### config.mk
export PLATFORM = sky130hd
export DESIGN_NAME = ascii_time_decoder
export DESIGN_NICKNAME = d
export VERILOG_FILES = /design/src/rtl/ascii_time_decoder.sv
export SDC_FILE = /design/constraint.sdc
export NUM_CORES = 1
export LEC_CHECK = 0
export ABC_AREA = 0
export CORE_MARGIN = 5
export CORE_UTILIZATION = 45
export CTS_BUF_LIST = sky130_fd_sc_hd__clkbuf_8
export CTS_CLUSTER_DIAMETER = 120
export DETAILED_ROUTE_END_ITERATION = 6
export PLACE_DENSITY = 0.66
export SLEW_MARGIN = 20
export SYNTH_ARGS = -nofsm -noshare
export SYNTH_HDL_FRONTEND = slang
export SYNTH_SLANG_ARGS = --single-unit
### constraint.sdc
create_clock -name iClk -period 7.8 [get_ports iClk]
set_clock_uncertainty 0.15 [all_clocks]
set_input_delay 1.56 -clock iClk [delete_from_list [all_inputs] [get_ports iClk]]
set_output_delay 1.56 -clock iClk [all_outputs]
set_load 0.05 [all_outputs]
### src/rtl/ascii_time_decoder.sv
// RX-side command decoder: pops ASCII bytes from a FWFT FIFO and turns them into
// key pulses ("r/l/u/d") or a validated time load ("S" HHMMSS CR/LF).
module ascii_time_decoder #(
    parameter int TIMEOUT_CYC = 100_000_000
) (
    input  logic       iClk,
    input  logic       iRst,
    input  logic       iRxEmpty,
    input  logic [7:0] iRxData,
    output logic       oRxPop,
    output logic [3:0] oKey,
    output logic       oSetValid,
    output logic [4:0] oHour,
    output logic [5:0] oMin,
    output logic [5:0] oSec,
    output logic       oErr
);

    localparam int CNT_W = (TIMEOUT_CYC > 2) ? $clog2(TIMEOUT_CYC) : 1;
    localparam logic [CNT_W-1:0] CNT_LAST = CNT_W'(TIMEOUT_CYC - 1);

    localparam logic [7:0] CHR_CR = 8'h0D;
    localparam logic [7:0] CHR_LF = 8'h0A;
    localparam logic [7:0] CHR_SP = 8'h20;

    typedef enum logic [1:0] {IDLE, DIGIT, TERM} state_t;

    state_t           state;
    logic [2:0]       digitCnt;
    logic [3:0]       digits [6];
    logic [CNT_W-1:0] timeoutCnt;

    logic [7:0] chr;
    logic       isDigit;
    logic [3:0] nibble;
    logic [6:0] hourBin;
    logic [6:0] minBin;
    logic [6:0] secBin;
    logic       rangeOk;

    // The decoder never back-pressures: every available byte is taken.
    assign oRxPop = !iRxEmpty && !iRst;

    assign chr = ((iRxData >= 8'h41 && iRxData <= 8'h5A) ||
                  (iRxData >= 8'h61 && iRxData <= 8'h7A)) ? (iRxData | 8'h20) : iRxData;

    assign isDigit = (iRxData >= 8'h30) && (iRxData <= 8'h39);
    assign nibble  = iRxData[3:0];

    // Tens digits can reach 9, so the intermediate values need 7 bits.
    assign hourBin = {3'b000, digits[0]} * 7'd10 + {3'b000, digits[1]};
    assign minBin  = {3'b000, digits[2]} * 7'd10 + {3'b000, digits[3]};
    assign secBin  = {3'b000, digits[4]} * 7'd10 + {3'b000, digits[5]};
    assign rangeOk = (hourBin <= 7'd23) && (digits[2] <= 4'd5) && (digits[4] <= 4'd5);

    // NOTE: sequential state uses non-blocking assignments only, so every register
    // samples the pre-edge values regardless of statement order.
    always_ff @(posedge iClk) begin
        if (iRst) begin
            state      <= IDLE;
            digitCnt   <= '0;
            timeoutCnt <= '0;
            oKey       <= '0;
            oSetValid  <= 1'b0;
            oErr       <= 1'b0;
            oHour      <= '0;
            oMin       <= '0;
            oSec       <= '0;
            // NOTE: the digit slots are a handful of flops, not a RAM, so resetting
            // them is cheap and keeps simulation free of X.
            for (int i = 0; i < 6; i++) digits[i] <= '0;
        end else begin
            oKey      <= '0;
            oSetValid <= 1'b0;
            oErr      <= 1'b0;

            if (oRxPop) begin
                timeoutCnt <= '0;
                case (state)
                    IDLE: begin
                        case (chr)
                            "r":    oKey <= 4'b0001;
                            "l":    oKey <= 4'b0010;
                            "u":    oKey <= 4'b0100;
                            "d":    oKey <= 4'b1000;
                            "s": begin
                                state    <= DIGIT;
                                digitCnt <= '0;
                                for (int i = 0; i < 6; i++) digits[i] <= '0;
                            end
                            CHR_CR, CHR_LF, CHR_SP: ;
                            default: oErr <= 1'b1;
                        endcase
                    end
                    DIGIT: begin
                        if (isDigit) begin
                            digits[digitCnt] <= nibble;
                            digitCnt         <= digitCnt + 3'd1;
                            if (digitCnt == 3'd5) state <= TERM;
                        end else if (chr == "s") begin
                            digitCnt <= '0;
                            for (int i = 0; i < 6; i++) digits[i] <= '0;
                        end else begin
                            oErr  <= 1'b1;
                            state <= IDLE;
                        end
                    end
                    TERM: begin
                        if (chr == CHR_CR || chr == CHR_LF) begin
                            if (rangeOk) begin
                                oHour     <= hourBin[4:0];
                                oMin      <= minBin[5:0];
                                oSec      <= secBin[5:0];
                                oSetValid <= 1'b1;
                            end else begin
                                oErr <= 1'b1;
                            end
                            state <= IDLE;
                        end else if (chr == "s") begin
                            state    <= DIGIT;
                            digitCnt <= '0;
                            for (int i = 0; i < 6; i++) digits[i] <= '0;
                        end else begin
                            oErr  <= 1'b1;
                            state <= IDLE;
                        end
                    end
                    default: state <= IDLE;
                endcase
            end else if (state == IDLE) begin
                timeoutCnt <= '0;
            end else if (timeoutCnt == CNT_LAST) begin
                // Stalled command: abort and drop whatever digits arrived.
                oErr       <= 1'b1;
                state      <= IDLE;
                digitCnt   <= '0;
                timeoutCnt <= '0;
            end else begin
                timeoutCnt <= timeoutCnt + 1'b1;
            end
        end
    end

endmodule

Word level (Yosys, flattened, before mapping)
Memory sizes are Yosys's and may differ from the RTL's. Cells that the tools add are included. Widths: inputs -> output; s select.

$add $sub $neg: 5. Multipliers: 3. Divide/modulo/power cells: 0. Magnitude comparators: 9. Equal/unequal tests: 18. Shifts and indexed selects: 0. Mux-type cells: 72. Bitwise logic cells: 22. Reductions and logical operators: 20.

Operators by type and width (count): $mux 4 (19); $eq 8x7->1 const B (5); $mux 1 (34); $add 27x1->27 const B (1); $eq 27x27->1 const B (1); $mux 3 (7); $or 1x1->1 (18); $eq 8x4->1 const B (2); $ge 8x7->1 const B (2); $le 8x7->1 const B (2); $pmux 4 s4 (1); $mux 2 (7); $add 6x4->6 (2); $reduce_or 4->1 (3); $mul 4x3->5 const B (2); $pmux 3 s3 (1); $eq 8x6->1 const B (1); $ge 8x6->1 const B (1); $le 4x3->1 const B (2); $le 8x6->1 const B (1); $ne 4x4->1 const B (2); $reduce_and 4->1 (2); $reduce_or 8->1 (1); $add 7x4->7 (1); 20 further kinds (31).

Flip-flop bits (word level): 55. Latch bits: 0. RAM bits: 24. ROM bits: 0. Input bits: 11. Output and inout port bits: 24. Memories kept: 1.

Memories: digits (words 6, width 4, read ports 6, clocked after Yosys merged registers in 0, wr ports 6, RTL line 30) `logic [3:0] digits [6];`.

Logic depth before layout (Yosys ltp)
Gate-level depths: netlist of the first run.

Depth after elaboration: 14. Mapped depth: 10.

Worst setup path after synthesis of the first run
No wires, ideal clock.

Path type: input port to output port. Start: input iRxEmpty. End: output oRxPop. Arrival: 2.634 ns. Data required time: 6.090 ns. Setup slack: 3.456 ns. Stages on the path: 2. Buffers on the path: 1. Cells stage by stage: clkbuf_1 -> nor2_1.

Cells in the longest elaborated chain, start to end: 2.

Ends and longest elaborated chain: start: declaration (RTL line 8) `input logic iRxEmpty,`; $logic_not 1->1 (RTL line 42) `assign oRxPop = !iRxEmpty && !iRst;`; $logic_and 1x1->1 (RTL line 42); end: declaration (RTL line 10) `output logic oRxPop,`.

Every way passes these cells.

Worst setup path in the final report of the first run
Start: input iRst. End: output oRxPop.

Cells in the longest elaborated chain, start to end: 2.

Ends and longest elaborated chain: start: declaration (RTL line 7) `input logic iRst,`; $logic_not 1->1 (RTL line 42); $logic_and 1x1->1 (RTL line 42).

Every way passes these cells.

==> reports/results.ini, run 1 <==
[power]
switching_share = 0.243
comb_power_share = 0.073
ir_worst_vdd_uv = 88.8
cellPowerDensity_nw_per_um2 = 152
power.leakage_nw = 1.76
p_clk_frac = 0.359
switching_power_mw = 0.184
power.internal_mw = 0.573
seqPwrFrac = 0.568

[sta]
tightest_slew_ns = 0.864
period_minus_slack_ns = 5.35
fin_tns_setup_ns = 0
setup_viol = 0
fmax_mhz = 187
final_max_slew_viol_count = 0
timing.final.crit_share = 0.686
hold_viol = 0
slew_headroom = 0.422
rsz0062_at_grt = no

[finish]
stdcell_area_um2 = 4980
diodes = 0
utilization = 0.517
nNetsFinal = 516
drive_above_1_share = 0.0582
areaGrowthSynthToFinish_pct = 14.1
instances_no_fill = 614

[logic_synthesis]
syn_area_per_cell_um2 = 9.75
synth_area_um2 = 4370
synthArstFlopShare = 0
yosys-top-cells-area = dfxtp_1 (25%), edfxtp_1 (17%), ha_1 (7.2%)
synth.distinct_cells = 54
synth_top_area_share = 0.252
synthesis.instances = 448
seq_area_frac_synth = 0.417
synth_edf_count = 24
yosysMostFrequentCell = dfxtp_1
yosysTopAreaCell = dfxtp_1
synth.cells.most_frequent = dfxtp_1 (55), nor2_1 (43), xnor2_1 (26)
ys_dominant_reg_cell = dfxtp_1
yosys_warnings = 0
ys_ff_latch = 79
syn_nets = 488

[critical_path]
cp-start-kind = input port
regToRegSetupSlack_ns = 4.30
worst_ep_required_time_ns = 6.09
critPathKind = in2out
endpoint_kind = output port
crit_arrival_ns = 3.64
cp_max_fo = 41

[clocking]
cts.sinks = 79
cts_hold_buf = 0
cts_buffer_depth = 2
cts_root_buf = clkbuf_8
cts_post_setup_buffers_inserted = 0
ctsResizeCount = 0
path_clk_slew_ns = 0.07
htree_levels = 3
numCtsBuffers = 9
cts_tree = built
clk_latency_ns = 0.35

[die]
io-pin-count = 35
rows = 36
fp.dieH_um = 109
die_w_um = 109
die-area_um2 = 11800
initial_core_util = 0.453
core_um2 = 9640

[outcome]
status = finished clean

[route]
ant_nets = 0
finalWirelength_mm = 8.44
post_drt_wl_per_cell_um = 13.8
vias_per_cell = 5.21
vias = 3198
drc = 0
drtPass1Iterations = 4
drtIter0Drc = 150

[grt]
grt_overflow = 0
grt_first_pass_wirelength_mm = 14.3
grt_pass1_vias = 3058
grt_util_all_layers = 0.152
antenna_found_initial = 0
grt_max_degree = 42

[place]
port_buffers = 34
placedCellCount = 598
place.gp.congestion = 0.854
placed_cell_area_um2 = 4810
dpl.hpwl_mm = 6.32

[min_path]
min_path_type = reg2reg

[run]
maxCapViolCount = 0

==> power by group through the flow <==
stage	clock, mW	combinational (mW)	sequential [mW]
2_1_floorplan	0	0.0377	0.440
3_3_place_gp	0	0.0540	0.439
3_5_place_dp	0	0.0553	0.439
4_1_cts	0.279	0.0558	0.430
5_1_grt	0.299	0.0623	0.430
6_report	0.271	0.0555	0.430
==> logic make-up after synthesis <==
logic type                 Yosys count  synth area share
AOI/OAI and AO/OA                   45            0.0805
and+or+nand+nor                    202             0.259
muxes                               15            0.0418
buffers and inverters               41            0.0370
adders and majority gates           29            0.0900
xor gates and xnor gates            37            0.0742
DFF                                 79             0.417
==> sequential cells by signal, summed over array words and instances (netlist names), 2 cells and up <==
register	count
timeoutCnt	27
oKey	4
oSec	6
state	2
digits	24
oHour	5
digitCnt	3
oMin	6
==> final cells by class <==
class	instances	area, um^2
flip-flops and latches	79	1820
multi-input cells	328	2380
fillers	903	4660
inverters	23	86.3
clock buffers	10	138
repair buffers	35	348
well taps	133	166
clock inverters	6	38.8
==> layer usage <==
layer,vias to the layer above,track usage,part of all wire
met5,-,0,0
met4,0,0.0388,0.015
met3,14,0.0418,0.041
met2,64,0.248,0.48
met1,1482,0.200,0.47
li1,1638,-,-
==> metrics by stage <==
stage / setup slack (ns) / hold slack [ns] / power [mW]
final: 2.45 / 0.306 / 0.757
after detailed placement: 2.48 / 0.299 / 0.495
after floorplan: 3.46 / 0.280 / 0.477
after CTS: 2.47 / 0.311 / 0.765
after global placement: 2.50 / 0.294 / 0.493
after global routing: 2.37 / 0.322 / 0.792
==> layout by cell type, fill, tap and decap left out, drive strengths merged, types with 2 or more instances in the layout <==
cell	netlist	final
dfxtp	55	55
nor2	43	43
clkdlybuf4s50	0	34
xnor2	26	26
inv	23	26
ha	25	25
edfxtp	24	24
nand2	20	20
nand2b	18	18
and2	17	17
nand3	16	16
nor3	16	16
nor4	13	13
nor2b	13	13
and3	13	13
xor2	11	11
clkbuf	17	10
nand4	9	9
a21oi	8	8
a211o	8	8
mux2	8	8
mux2i	7	7
a211oi	7	7
a21o	5	5
o21ai	5	5
or3	4	4
nand3b	4	4
fa	4	4
nor4b	3	3
a2111oi	3	3
nor3b	3	3
nor4bb	2	2
and4	2	2
clkinv	0	2
==> critical path: stages <==
cell	delay, ns
clkdlybuf4s50_1	0.40
buf_4	0.26
nor2_1	0.50
clkdlybuf4s50_1	0.92
==> path summary, 6_finish.rpt <==
path | startpoint | endpoint | cells after the start
setup reg to reg | digits[0][1] | oMin[2] | 9
hold reg to reg | oHour[3] | oHour[3] | 2
setup / recovery | iRst | oRxPop | 4
hold / removal | oHour[3] | oHour[3] | 2
Power figures use the tool's default switching activity.
==> run 2, diff against run 1 <==
--- a/config.mk
+++ b/config.mk
@@ -11,7 +11,7 @@
 export CTS_BUF_LIST = sky130_fd_sc_hd__clkbuf_8
 export CTS_CLUSTER_DIAMETER = 120
 export DETAILED_ROUTE_END_ITERATION = 6
-export PLACE_DENSITY = 0.66
+export PLACE_DENSITY = 0.69
 export SLEW_MARGIN = 20
 export SYNTH_ARGS = -nofsm -noshare
 export SYNTH_HDL_FRONTEND = slang
==> constraint.sdc (replaced) <==
create_clock -name iClk -period 4.6 [get_ports iClk]
set_clock_uncertainty 0.15 [all_clocks]
set_input_delay 0.92 -clock iClk [delete_from_list [all_inputs] [get_ports iClk]]
set_output_delay 0.92 -clock iClk [all_outputs]
set_load 0.05 [all_outputs]
==> reports/results.ini, run 2 (synthesis results as in run 1) <==
[outcome]
status = finished clean

[grt]
grt_first_pass_wirelength_mm = 14.2  ; -0.43%
grt_util_all_layers = 0.149  ; -0.00316
grtUsageMet3 = 0.0406  ; -0.00119
met1_usage = 0.202  ; +0.00195
antenna_found_initial = 0  ; unchanged
grt_pass1_vias = 3097  ; +1.3%
top_usage_layer = met2
gr-usage-met2 = 0.240  ; -0.00883
grt_overflow = 0  ; unchanged
grt_max_degree = 41  ; -2.4%

[place]
dpl.hpwl_mm = 6.30  ; -0.34%
place.gp.congestion = 0.865  ; +1.3%
port_buffers = 34  ; unchanged
placedCellCount = 600  ; +0.33%

[critical_path]
worst-path-buf-inv = 1  ; -2
cpMostUsedCell = a211oi_4
critPathKind = in2reg
ff2ff_path_depth = 9  ; unchanged
crit_arrival_ns = 3.69  ; +0.05 ns
r2r-end = oMin[2]
max_stage_delay_ns = 0.73  ; -0.19 ns
path_cells = clkdlybuf4s50_1 -> or3b_1 -> a211oi_4 -> nand4_4 -> a211oi_4 -> mux2_2
crit_path_top_delay_cell = clkdlybuf4s50_1
worst_ep_required_time_ns = 4.68  ; -1.41 ns
endpoint_kind = register
regToRegSetupSlack_ns = 1.29  ; -3.01 ns
cp-start-kind = input port
crit_family = compound AO/OA/AOI/OAI gates
r2r-start = digits[0][1]
cp_max_fo = 14  ; -66%

[sta]
fmax_mhz = 277
hold_viol = 0  ; unchanged
hold_slack_ns = 0.306  ; -0.000423 ns
final_max_slew_viol_count = 0  ; unchanged
tightest_slew_ns = 0.869  ; +0.00461 ns
fin_tns_setup_ns = 0  ; unchanged
period_minus_slack_ns = 3.61
rsz0062_at_grt = no
timing.final.crit_share = 0.784
slew_headroom = 0.419  ; -0.00308
setup_viol = 0  ; unchanged

[finish]
diodes = 0  ; unchanged
nNetsFinal = 518  ; +0.39%
final_common_cell = dfxtp_1
areaGrowthSynthToFinish_pct = 14.7
largest_reg_flops = 27  ; unchanged
reg_top3 = timeoutCnt: 27 flops, digits: 24 flops
instances_no_fill = 616  ; +0.33%
top_register = timeoutCnt
drive_above_1_share = 0.0663  ; +0.00804
final_cell_mix = dfxtp_1 (55), nor2_1 (43), clkdlybuf4s50_1 (33), xnor2_1 (26), ha_1 (25)

[clocking]
clk_latency_ns = 0.34  ; about the same
cts_post_setup_buffers_inserted = 0  ; unchanged
cts.sinks = 79  ; unchanged
htree_levels = 3  ; unchanged
cts_hold_buf = 0  ; unchanged
ctsResizeCount = 0  ; unchanged
numCtsBuffers = 9  ; unchanged
path_clk_slew_ns = 0.08  ; about the same
cts_tree = built
cts_root_buf = clkbuf_8
cts_buffer_depth = 2  ; unchanged

[min_path]
hold_depth = 2  ; unchanged
min_path_type = reg2reg
worstHoldStart = oSec[5]
worst_hold_path.endpoint = oSec[5]

[power]
power.internal_mw = 0.975  ; +70%
cellPowerDensity_nw_per_um2 = 257  ; +69%
p_clk_frac = 0.359  ; about the same
switching_power_mw = 0.311  ; +69%
comb_power_share = 0.075  ; +0.002
power.leakage_nw = 1.77  ; +0.40%
switching_share = 0.242  ; -0.000985
seqPwrFrac = 0.566  ; -0.002
ir_worst_vdd_uv = 135  ; +52%

[route]
drc = 0  ; unchanged
vias = 3226  ; +0.88%
drtIter0Drc = 141  ; -6.0%
finalWirelength_mm = 8.34  ; -1.2%
vias_per_cell = 5.24  ; +0.55%
post_drt_wl_per_cell_um = 13.5  ; -1.5%
ant_nets = 0  ; unchanged
drtPass1Iterations = 4  ; unchanged

[die]
die-area_um2 = 11800  ; unchanged
rows = 36  ; unchanged
die_w_um = 109  ; unchanged
io-pin-count = 35  ; unchanged
fp.dieH_um = 109  ; unchanged
core_um2 = 9640  ; unchanged
initial_core_util = 0.453  ; unchanged

[run]
maxCapViolCount = 0  ; unchanged

==> run 2: changes by cell type in the layout (fill, tap and decap cells not counted), sizes merged <==
| cell | before | now |
|---|---|---|
| inv | 26 | 25 |
| clkdlybuf4s50 | 34 | 33 |
| clkinvlp | 1 | 2 |
| buf | 1 | 4 |
==> run 2: layer usage <==
layer  wire length [um]  up-vias
met4                 63        0
met5                  0        -
met3                352        7
li1                   -     1634
met2               3880       62
met1               4050     1523
==> run 2: worst max path at each step <==
stage | slack, ns | to | start | cells past startpoint
after global placement | 0.67 | oMin[2] | iRxData[1] | 6
after global routing | 0.79 | oHour[0] | iRxData[1] | 7
after CTS | 0.98 | oHour[0] | iRxData[1] | 7
after detailed placement | 0.62 | oMin[2] | iRxData[1] | 6
after floorplan | 1.07 | digits[0][0] | iRxEmpty | 5
final | 0.99 | oMin[2] | iRxData[1] | 6
==> run 2: power groups by stage <==
stage / sequential [mW] / combinational, mW / clock [mW]
finish: 0.729 / 0.0959 / 0.462
global route: 0.730 / 0.107 / 0.510
CTS: 0.729 / 0.0964 / 0.479
detailed placement: 0.745 / 0.0957 / 0
global placement: 0.745 / 0.0933 / 0
floorplan: 0.745 / 0.0640 / 0
==> run 2: layout make-up <==
class | instances | area (um^2)
Multi-Input combinational cell | 328 | 2380
Timing Repair Buffer | 37 | 373
Inverter | 23 | 86.3
Clock inverter | 6 | 41.3
Sequential cell | 79 | 1820
Tap cell | 133 | 166
Fill cell | 892 | 4630
Clock buffer | 10 | 138
==> run 2: per-stage QoR <==
stage,util,setup slack (ns),area (um^2),total power [mW]
detailed placement,0.501,0.615,4830,0.841
global route,0.520,0.793,5010,1.35
finish,0.520,0.994,5010,1.29
floorplan,-,1.07,4370,0.809
CTS,0.520,0.985,5010,1.30
global placement,0.501,0.669,4830,0.838
==> run 2: tightest hold or removal path: stages, from the launching register on <==
cell and delay [ns]:
dfxtp_1 0.31, inv_1 0.05, a211oi_1 0.05
==> run 3, diff against run 2 <==
--- a/config.mk
+++ b/config.mk
@@ -11,7 +11,7 @@
 export CTS_BUF_LIST = sky130_fd_sc_hd__clkbuf_8
 export CTS_CLUSTER_DIAMETER = 120
 export DETAILED_ROUTE_END_ITERATION = 6
-export PLACE_DENSITY = 0.69
+export PLACE_DENSITY = 0.66
 export SLEW_MARGIN = 20
 export SYNTH_ARGS = -nofsm -noshare
 export SYNTH_HDL_FRONTEND = slang
==> constraint.sdc (replaced) <==
create_clock -name iClk -period 3.6 [get_ports iClk]
set_clock_uncertainty 0.15 [all_clocks]
set_input_delay 0.72 -clock iClk [delete_from_list [all_inputs] [get_ports iClk]]
set_output_delay 0.72 -clock iClk [all_outputs]
set_load 0.05 [all_outputs]
==> reports/results.ini, run 3 (synthesis results as in run 1) <==
[outcome]
status = finished clean

[clocking]
cts_buffer_depth = 2  ; unchanged
path_clk_slew_ns = 0.08  ; about the same
cts.sinks = 79  ; unchanged
cts_hold_buf = 0  ; unchanged
cts_tree = built
cts_root_buf = clkbuf_8
htree_levels = 3  ; unchanged
ctsResizeCount = 0  ; unchanged
numCtsBuffers = 9  ; unchanged
cts_post_setup_buffers_inserted = 0  ; unchanged
clk_latency_ns = 0.35  ; about the same

[die]
fp.dieH_um = 109  ; unchanged
initial_core_util = 0.453  ; unchanged
die_w_um = 109  ; unchanged
die-area_um2 = 11800  ; unchanged
rows = 36  ; unchanged
io-pin-count = 35  ; unchanged
core_um2 = 9640  ; unchanged

[finish]
reg_top3 = timeoutCnt: 27 flops, digits: 24 flops
multi_input_area_um2 = 2380  ; unchanged
seq_area_um2 = 1820  ; unchanged
final_common_cell = dfxtp_1
diodes = 0  ; unchanged
top_register = timeoutCnt
areaGrowthSynthToFinish_pct = 17.0
nNetsFinal = 526  ; +1.5%
largest_reg_flops = 27  ; unchanged
final_cell_mix = dfxtp_1 (55), nor2_1 (43), clkdlybuf4s50_1 (33), xnor2_1 (26), ha_1 (25)
fillers = 906  ; +1.6%
drive_above_1_share = 0.0815  ; +0.0152
instances_no_fill = 624  ; +1.3%

[grt]
grt_first_pass_wirelength_mm = 14.4  ; +1.3%
grt_max_degree = 41  ; unchanged
grt_overflow = 0  ; unchanged
antenna_found_initial = 0  ; unchanged
grt_pass1_vias = 3129  ; +1.0%
grt_util_all_layers = 0.152  ; +0.00311

[critical_path]
path_cells = ha_1 -> ha_1 -> inv_1 -> fa_1 -> xor2_1 -> nand3_1 -> a211o_1 -> a211oi_4 -> buf_4 -> mux2_2
worst_ep_required_time_ns = 3.69  ; -0.99 ns
crit_path_top_delay_cell = edfxtp_1
cp_max_fo = 11  ; -3
crit_arrival_ns = 3.25  ; -0.44 ns
critPathKind = reg2reg
endpoint_kind = register
max_stage_delay_ns = 0.43  ; -0.30 ns
cpMostUsedCell = ha_1
cp-start-kind = register

[run]
maxCapViolCount = 0  ; unchanged

[route]
finalWirelength_mm = 8.44  ; +1.2%
vias_per_cell = 5.16  ; -1.4%
drc = 0  ; unchanged
drtPass1Iterations = 4  ; unchanged
drtIter0Drc = 137  ; -2.8%
ant_nets = 0  ; unchanged
post_drt_wl_per_cell_um = 13.5  ; -0.11%
vias = 3222  ; -0.12%

[power]
ir_worst_vdd_uv = 233  ; +72%
switching_share = 0.228  ; -0.0144
switching_power_mw = 0.404  ; +30%
p_clk_frac = 0.404  ; +0.045
seqPwrFrac = 0.524  ; -0.042
cellPowerDensity_nw_per_um2 = 348  ; +35%
power.internal_mw = 1.37  ; +41%
comb_power_share = 0.071  ; -0.004
power.leakage_nw = 1.83  ; +3.5%

[sta]
final_max_slew_viol_count = 0  ; unchanged
tightest_slew_ns = 0.857  ; -0.0123 ns
setup_viol = 0  ; unchanged
fin_tns_setup_ns = 0  ; unchanged
slew_headroom = 0.427  ; +0.00823
period_minus_slack_ns = 3.16
fmax_mhz = 317
rsz0062_at_grt = no
hold_viol = 0  ; unchanged
timing.final.crit_share = 0.878

[place]
placedCellCount = 608  ; +1.3%
place.gp.congestion = 0.854  ; -1.2%
port_buffers = 34  ; unchanged
dpl.hpwl_mm = 6.37  ; +1.1%

[min_path]
min_path_type = reg2reg

[run 3: cell count changes in the layout (fill, tap and decap cells not counted)]
cell        previous run  this run
buf_4                  3        11
bufinv_16              0         2
clkbuf_8              10         9
clkinvlp_4             2         1
[run 3: layout make-up]
cell class | count | share of cell area
Clock buffer | 9 | 0.0242
Clock inverter | 7 | 0.0184
Inverter | 23 | 0.0169
Multi-Input combinational cell | 328 | 0.467
Sequential cell | 79 | 0.357
Tap cell | 133 | 0.0326
Timing Repair Buffer | 45 | 0.0847
[run 3: power groups by stage]
stage | clock network [mW] | logic [mW] | registers [mW]
after floorplan | 0 | 0.0817 | 0.952
after global placement | 0 | 0.125 | 0.952
after detailed placement | 0 | 0.127 | 0.952
after CTS | 0.739 | 0.128 | 0.931
after global routing | 0.785 | 0.142 | 0.933
final | 0.718 | 0.127 | 0.931
[run 3: layer usage]
layer  up-vias  routed length [um]  track usage
li1       1656                   -            -
met1      1510                3890        0.195
met2        49                4210        0.259
met3         7                 275       0.0346
met4         0                  74       0.0388
met5         -                   0            0
[run 3: stage by stage]
| step | utilization | hold slack (ns) | area (um^2) | power [mW] | setup WS, ns |
|---|---|---|---|---|---|
| after detailed placement | 0.507 | 0.296 | 4890 | 1.08 | 0.198 |
| after CTS | 0.530 | 0.309 | 5110 | 1.80 | 0.443 |
| after floorplan | - | 0.280 | 4370 | 1.03 | 0.268 |
| after global routing | 0.530 | 0.333 | 5110 | 1.86 | 0.278 |
| final | 0.530 | 0.306 | 5110 | 1.78 | 0.441 |
| after global placement | 0.507 | 0.290 | 4890 | 1.08 | 0.245 |
[run 3: path summary, 6_finish.rpt]
path / from / endpoint / slack, ns / cells past startpoint
worst max register to register: digits[0][1] / oMin[2] / 0.44 / 10
worst min-delay path: oHour[3] / oHour[3] / 0.31 / 2
worst min register to register: oHour[3] / oHour[3] / 0.31 / 2
worst max-delay path: digits[0][1] / oMin[2] / 0.44 / 10
[run 3: worst max-delay path, delay by kind of cell, from the launching register on]
| family | cells | cell delay [ns] |
|---|---|---|
| adder cells (fa/ha/maj) | 3 | 0.82 |
| AO/OA/AOI/OAI | 2 | 0.64 |
| flip-flops | 1 | 0.43 |
| multiplexers | 1 | 0.35 |
| buffers and inverters | 2 | 0.31 |
| XOR/XNOR | 1 | 0.24 |
| AND/OR/NAND/NOR | 1 | 0.11 |
